File: src/rtl/dmem_arbiter.sv
// dmem_arbiter: shares the single data-memory port between the CPU MEM stage
// and a DMA/debug-loader port. The CPU normally wins. A wait counter bounds
// DMA starvation by forcing one DMA slot, stalling the CPU for that cycle.
// Read data from the 1-cycle synchronous memory is steered back to whichever
// requester issued the read.
module dmem_arbiter #(
  parameter int ADDR_WIDTH = 12,
  parameter int WORD_WIDTH = 16,
  parameter int MAX_WAIT   = 8,
  parameter int CNT_WIDTH  = 4
) (
  input  logic                  clock,
  input  logic                  reset,
  input  logic                  in_cpu_rd_en,
  input  logic [ADDR_WIDTH-1:0] in_cpu_rd_addr,
  input  logic                  in_cpu_wr_en,
  input  logic [ADDR_WIDTH-1:0] in_cpu_wr_addr,
  input  logic [WORD_WIDTH-1:0] in_cpu_wr_word,
  output logic                  out_cpu_stall,
  output logic [WORD_WIDTH-1:0] out_cpu_rd_word,
  input  logic                  in_dma_req,
  input  logic                  in_dma_we,
  input  logic [ADDR_WIDTH-1:0] in_dma_addr,
  input  logic [WORD_WIDTH-1:0] in_dma_wr_word,
  output logic                  out_dma_gnt,
  output logic                  out_dma_rd_valid,
  output logic [WORD_WIDTH-1:0] out_dma_rd_word,
  output logic [ADDR_WIDTH-1:0] out_mem_rd_addr,
  output logic [ADDR_WIDTH-1:0] out_mem_wr_addr,
  output logic [WORD_WIDTH-1:0] out_mem_wr_word,
  output logic                  out_mem_write_en,
  input  logic [WORD_WIDTH-1:0] in_mem_rd_word
);

  localparam logic [CNT_WIDTH-1:0] CntSat   = {CNT_WIDTH{1'b1}};
  localparam logic [CNT_WIDTH-1:0] CntForce = CNT_WIDTH'(MAX_WAIT - 1);

  logic                 cpuAct;
  logic                 dmaWin;
  logic                 cpuWin;
  logic [CNT_WIDTH-1:0] waitCnt_q, waitCnt_d;
  logic                 forceDma_q, forceDma_d;
  logic                 rdOwner_q, rdOwner_d;
  logic                 dmaRdValid_q, dmaRdValid_d;

  // Decide who owns the memory port this cycle; a pending forced slot beats the CPU.
  always_comb begin
    cpuAct        = in_cpu_rd_en | in_cpu_wr_en;
    dmaWin        = in_dma_req & (forceDma_q | ~cpuAct);
    cpuWin        = cpuAct & ~dmaWin;
    out_dma_gnt   = dmaWin;
    out_cpu_stall = cpuAct & dmaWin;
  end

  // Steer the memory port from the owner; idle and stalled cycles never write.
  always_comb begin
    out_mem_rd_addr  = in_cpu_rd_addr;
    out_mem_wr_addr  = in_cpu_wr_addr;
    out_mem_wr_word  = in_cpu_wr_word;
    out_mem_write_en = 1'b0;
    if (dmaWin) begin
      out_mem_rd_addr  = in_dma_addr;
      out_mem_wr_addr  = in_dma_addr;
      out_mem_wr_word  = in_dma_wr_word;
      out_mem_write_en = in_dma_we;
    end else if (cpuWin) begin
      out_mem_write_en = in_cpu_wr_en;
    end
  end

  // Next-state for starvation tracking and read-return routing.
  always_comb begin
    waitCnt_d    = '0;
    forceDma_d   = forceDma_q;
    rdOwner_d    = rdOwner_q;
    dmaRdValid_d = dmaWin & ~in_dma_we;
    if (in_dma_req && !dmaWin) begin
      waitCnt_d = (waitCnt_q == CntSat) ? waitCnt_q : waitCnt_q + 1'b1;
    end
    if (dmaWin) begin
      forceDma_d = 1'b0;
    end else if (in_dma_req && waitCnt_q == CntForce) begin
      forceDma_d = 1'b1;
    end
    if (dmaWin && !in_dma_we) begin
      rdOwner_d = 1'b1;
    end else if (cpuWin && in_cpu_rd_en) begin
      rdOwner_d = 1'b0;
    end
  end

  // State registers; async active-low reset drops any in-flight DMA read valid.
  always_ff @(posedge clock or negedge reset) begin
    if (!reset) begin
      waitCnt_q    <= '0;
      forceDma_q   <= 1'b0;
      rdOwner_q    <= 1'b0;
      dmaRdValid_q <= 1'b0;
    end else begin
      waitCnt_q    <= waitCnt_d;
      forceDma_q   <= forceDma_d;
      rdOwner_q    <= rdOwner_d;
      dmaRdValid_q <= dmaRdValid_d;
    end
  end

  // Read data returns to the requester that issued the read; the CPU copy is
  // blanked while the DMA owns the returning word.
  always_comb begin
    out_dma_rd_word  = in_mem_rd_word;
    out_dma_rd_valid = dmaRdValid_q;
    out_cpu_rd_word  = rdOwner_q ? '0 : in_mem_rd_word;
  end

endmodule

File: config.mk
export PLATFORM = sky130hd
export DESIGN_NAME = dmem_arbiter
export DESIGN_NICKNAME = d
export VERILOG_FILES = /design/src/rtl/dmem_arbiter.sv
export SDC_FILE = /design/constraint.sdc
export NUM_CORES = 1
export LEC_CHECK = 0
export CAP_MARGIN = 20
export CORE_ASPECT_RATIO = 0.8
export CORE_MARGIN = 4
export CORE_UTILIZATION = 21
export DETAILED_ROUTE_END_ITERATION = 12
export GPL_ROUTABILITY_DRIVEN = 0
export GPL_TIMING_DRIVEN = 0
export PLACE_DENSITY = 0.87
export RECOVER_POWER = 25
export SETUP_SLACK_MARGIN = 0.4
export SYNTH_ARGS = -nofsm -noshare
export SYNTH_HDL_FRONTEND = slang
export SYNTH_SLANG_ARGS = --single-unit
File: constraint.sdc
create_clock -name clock -period 1.63 [get_ports clock]
set_input_delay 0.326 -clock clock [delete_from_list [all_inputs] [get_ports clock]]
set_output_delay 0.326 -clock clock [all_outputs]
set_load 0.02 [all_outputs]
# Word level (Yosys, flattened, before mapping)
# Index checks and enable logic that the tools add are counted.
# totals
output_inout_bits	76
elab_cells	37
input_bits	90
ff_bits	7
# op_classes
bitwise_logic	9
n_mux	12
eq_ne	3
n_addsub	1
reduce_logical	8
# op_table
op	n
two-way mux 16 bit	2
two-way mux 12 bit	2
two-way mux 4 bit	2
two-way mux 1 bit	6
adder 4 x 1 -> 4 bit (second input constant)	1
bitwise AND 1 bit	4
equality test 4 x 3 -> 1 bit (second input constant)	1
equality test 4 bit (second input constant)	1
logical AND 1 bit	4
nonzero test 2 bit	2
NOT 1 bit	3
zero test 1 bit	2
!= test 2 bit (second input constant)	1
bitwise OR 1 bit	2

# Longest topological paths before layout
# depth
word_depth	9
depth_mapped	4
mapped_depth_nobuf	4

# Least setup slack after synthesis
# Ideal clock, no wire load.
# synth_path
kind	flip-flop to output port
startpoint	reg forceDma_q
endpoint	out out_mem_wr_word[14]
required_ns	1.304
path_stages_with_launch	4
slack_ns	-0.023
path_buffers	1
arrival_ns	1.327
cell_sequence	dfrtp_1 > o21ai_4 > buf_8 > mux2_1
# synth_via
elab_chain_len	3
# synth_lines
item	line_no	text
from (decl)	42	logic forceDma_q, forceDma_d;
from (signal assigned)	101	forceDma_q <= forceDma_d;
bitwise OR 1 bit	49	dmaWin = in_dma_req & (forceDma_q | ~cpuAct);
bitwise AND 1 bit	49	
two-way mux 16 bit	61	if (dmaWin) begin
to (decl)	30	output logic [WORD_WIDTH-1:0] out_mem_wr_word,
# No other way between the ends.

# Worst setup path after layout
# layout_path
startpoint	reg forceDma_q
endpoint	out out_mem_wr_addr[0]
# layout_via
elab_chain_len	3
# layout_lines
item	line_no	text
bitwise OR 1 bit	49	
bitwise AND 1 bit	49	
two-way mux 12 bit	61	
to (decl)	29	output logic [ADDR_WIDTH-1:0] out_mem_wr_addr,
# No other way between the ends.

==> flow_metrics.tcl <==
set metrics [dict create \
    status "finished, violations left" \
    failed_checks "setup timing" \
    hold_viol_final 0 \
    hold_class "primary input to register" \
    setup_slack_ps -238 \
    cpMaxStageDelayCell "dfrtp_1" \
    overflow 0 \
    p_comb_share_pct 70.3 \
    crit_required_ps 1300 \
    cts_buffers 3 \
    r2r_start "forceDma_q" \
    fillers 382 \
    path_cells "o21ai_4 -> buf_12 -> buf_12 -> mux2_4 -> buf_2" \
    drive_above_1_share_pct 59.5 \
    ir_worst_vdd_mv 0.330 \
    antennaDiodeCount 0 \
    dr.pass1.iters 2 \
    cts_buffer_depth 2 \
    wl_met1_mm 1.97 \
    clkTransAtPathRegs_ps 40 \
    leakagePower_nw 1.66 \
    dieHeight_um 72.4 \
    portBuffers 165 \
    switching_share_pct 33.7 \
    viasPerCell 4.31 \
    cts_htree_levels 1 \
    critPathMaxStageDelay_ps 400 \
    crit_start "forceDma_q" \
    synth.most_common_cell "mux2_2" \
    whs_path_depth 2 \
    antenna_found_initial 0 \
    synth_common_cells "mux2_2 (36), buf_4 (16), nor2b_1 (16), dfrtp_1 (7), nor2_1 (7)" \
    drv_cap 0 \
    placed_area_mm2 0.00301 \
    finClkSkew_ps 3.68 \
    finalNetCount 391 \
    cts.sinks 7 \
    seq_area_frac_synth_pct 16.1 \
    yosysTopAreaCell "mux2_2" \
    syn_nets 203 \
    top_layer_used "met4" \
    met3_length_um 520 \
    avgSynthCellArea_um2 9.73 \
    hold_ws_ps 332 \
    fin_util_pct 65.4 \
    slew_headroom_pct 77.9 \
    layout-area-overhead-vs-synth_pct 201 \
    synth_edf_count 0 \
    synth.area.top_cells "mux2_2 (37%), dfrtp_1 (16%), buf_4 (11%)" \
    multi_input_area_um2 977 \
    fmax_mhz 535 \
    grt_util_all_layers_pct 15.9 \
    yosys_register_bits 7 \
    rsz0062_at_grt "true" \
    setup_viol 44 \
    final.period_utilization_pct 115 \
    maxSlewViolCount 0 \
    ys_types 23 \
    crit_top_cell "buf_12" \
    io_pins 166 \
    cp-start-kind "register" \
    wl_met2_mm 3.40 \
    yosysWarnings 0 \
    ctsHoldBuffers 0 \
    intPower_uw 973 \
    min_period_ps 1870 \
    vias 1557 \
    powerDensity_mw_per_mm2 448 \
    cp-end-kind "output port" \
    final-seq-area_um2 176 \
    grt_max_degree 11 \
    path_class "register to output port" \
    p_clk_share_pct 16.7 \
    fp-row-count 23 \
    tritoncts "yes" \
    p_sw_uw 495 \
    cts_root_buffer "clkbuf_8" \
    cp.arrival_ps 1540 \
    die_w_um 88.5 \
    wl_per_cell_um 16.4 \
    hp-start "in_cpu_rd_en" \
    ff2ff_path_depth 6 \
    grt_pass1_vias 1573 \
    initial_core_util_pct 21.8 \
    p_seq_share_pct 12.9 \
    ys_async_sr_fraction_pct 100 \
    ant_nets 0 \
    wl_mm 5.93 \
    synthCells 112 \
    worstMarginPinSlew_ps 330 \
    drc 0 \
    fin_area_mm2 0.00328 \
    clock_latency_ps 230 \
    die_area_mm2 0.00641 \
    drt_iter0_markers 13 \
    synth_flop_cell "dfrtp_1" \
    crit_fanout 10 \
    grt_pass1_wl_mm 7.85 \
    place_hpwl_mm 4.83 \
    yosys.area.top_type_share_pct 37.2 \
    synthesis.area_mm2 0.00109 \
    core_mm2 0.00501 \
]
==> repair_timing <==
| item | CTS | global route |
|---|---|---|
| pin swaps | 3 | 4 |
| resized for setup | 448 | 26 |
| endpoints found under the setup margin | 82 | 62 |
| setup buffers | 11 | 7 |
==> path summary, 6_finish.rpt <==
check | end | slack, ps
setup / recovery | out_mem_wr_addr[0] | -240
hold / removal | rdOwner_q | 330
setup reg to reg | forceDma_q | 410
hold reg to reg | waitCnt_q[1] | 590
max in group asynchronous | rdOwner_q | 930
min in group asynchronous | forceDma_q | 430
==> cells in the final DEF (no fill, tap or decap), types with 2 or more instances in the layout <==
cell type	instances
clkdlybuf4s50_1	68
buf_6	58
mux2_4	36
buf_4	31
buf_2	17
dlygate4sd2_1	16
nor2b_4	12
buf_12	6
nor2_1	6
dfrtp_1	6
mux2_2	5
nor2b_1	4
clkbuf_1	4
nand3_1	3
nor3b_1	3
clkbuf_8	3
nor2_4	2
nor3_2	2
dlygate4sd3_1	2
==> cells by family after synthesis <==
kind of cell / synth area share [%]
AOI/OAI and AO/OA: 3.22
DFF: 16.1
adders and majority gates: 1.15
muxes: 43.3
buffers and inverters: 17.2
and+or+nand+nor: 18.3
xor gates and xnor gates: 0.804
==> layer usage <==
layer	up-vias	global-route usage [%]
li1	751	-
met1	718	15.5
met2	86	32.9
met3	2	4.20
met4	0	3.19
met5	-	0
==> area by class of cell <==
class | instances | area share, %
buffer | 21 | 6.88
multi-input combinational | 83 | 29.8
timing repair buffer | 183 | 54.0
inverter | 1 | 0.191
sequential | 7 | 5.39
tap | 62 | 2.37
clock buffer | 4 | 1.38
==> per-stage QoR <==
step | setup WS, ps | std cells | power [mW] | TNS, ps
final | -238 | 361 | 1.47 | -8850
after global routing | -299 | 361 | 1.55 | -11540
after CTS | -275 | 354 | 1.44 | -10240
after detailed placement | -1200 | 339 | 1.15 | -57220
after global placement | -1170 | 339 | 1.14 | -55870
after floorplan | 49.0 | 112 | 0.617 | 0
==> registers in the layout (all words and copies together) (netlist names) <==
name and count:
forceDma_q 1, waitCnt_q 4, out_dma_rd_valid 1, rdOwner_q 1
==> power by group through the flow <==
stage | Clock [mW] | Combinational (mW) | Sequential (mW)
3_5_place_dp | 0 | 0.959 | 0.194
2_1_floorplan | 0 | 0.424 | 0.193
5_1_grt | 0.272 | 1.08 | 0.191
4_1_cts | 0.251 | 0.996 | 0.190
3_3_place_gp | 0 | 0.946 | 0.194
6_report | 0.246 | 1.03 | 0.190
==> worst max-delay path: cells and delay by family, from the launching register on <==
family,cells,cell delay (ps)
AO/OA/AOI/OAI,1,150
buffers and inverters,3,460
flip-flops,1,400
multiplexers,1,300
Power figures use the tool's default switching activity.
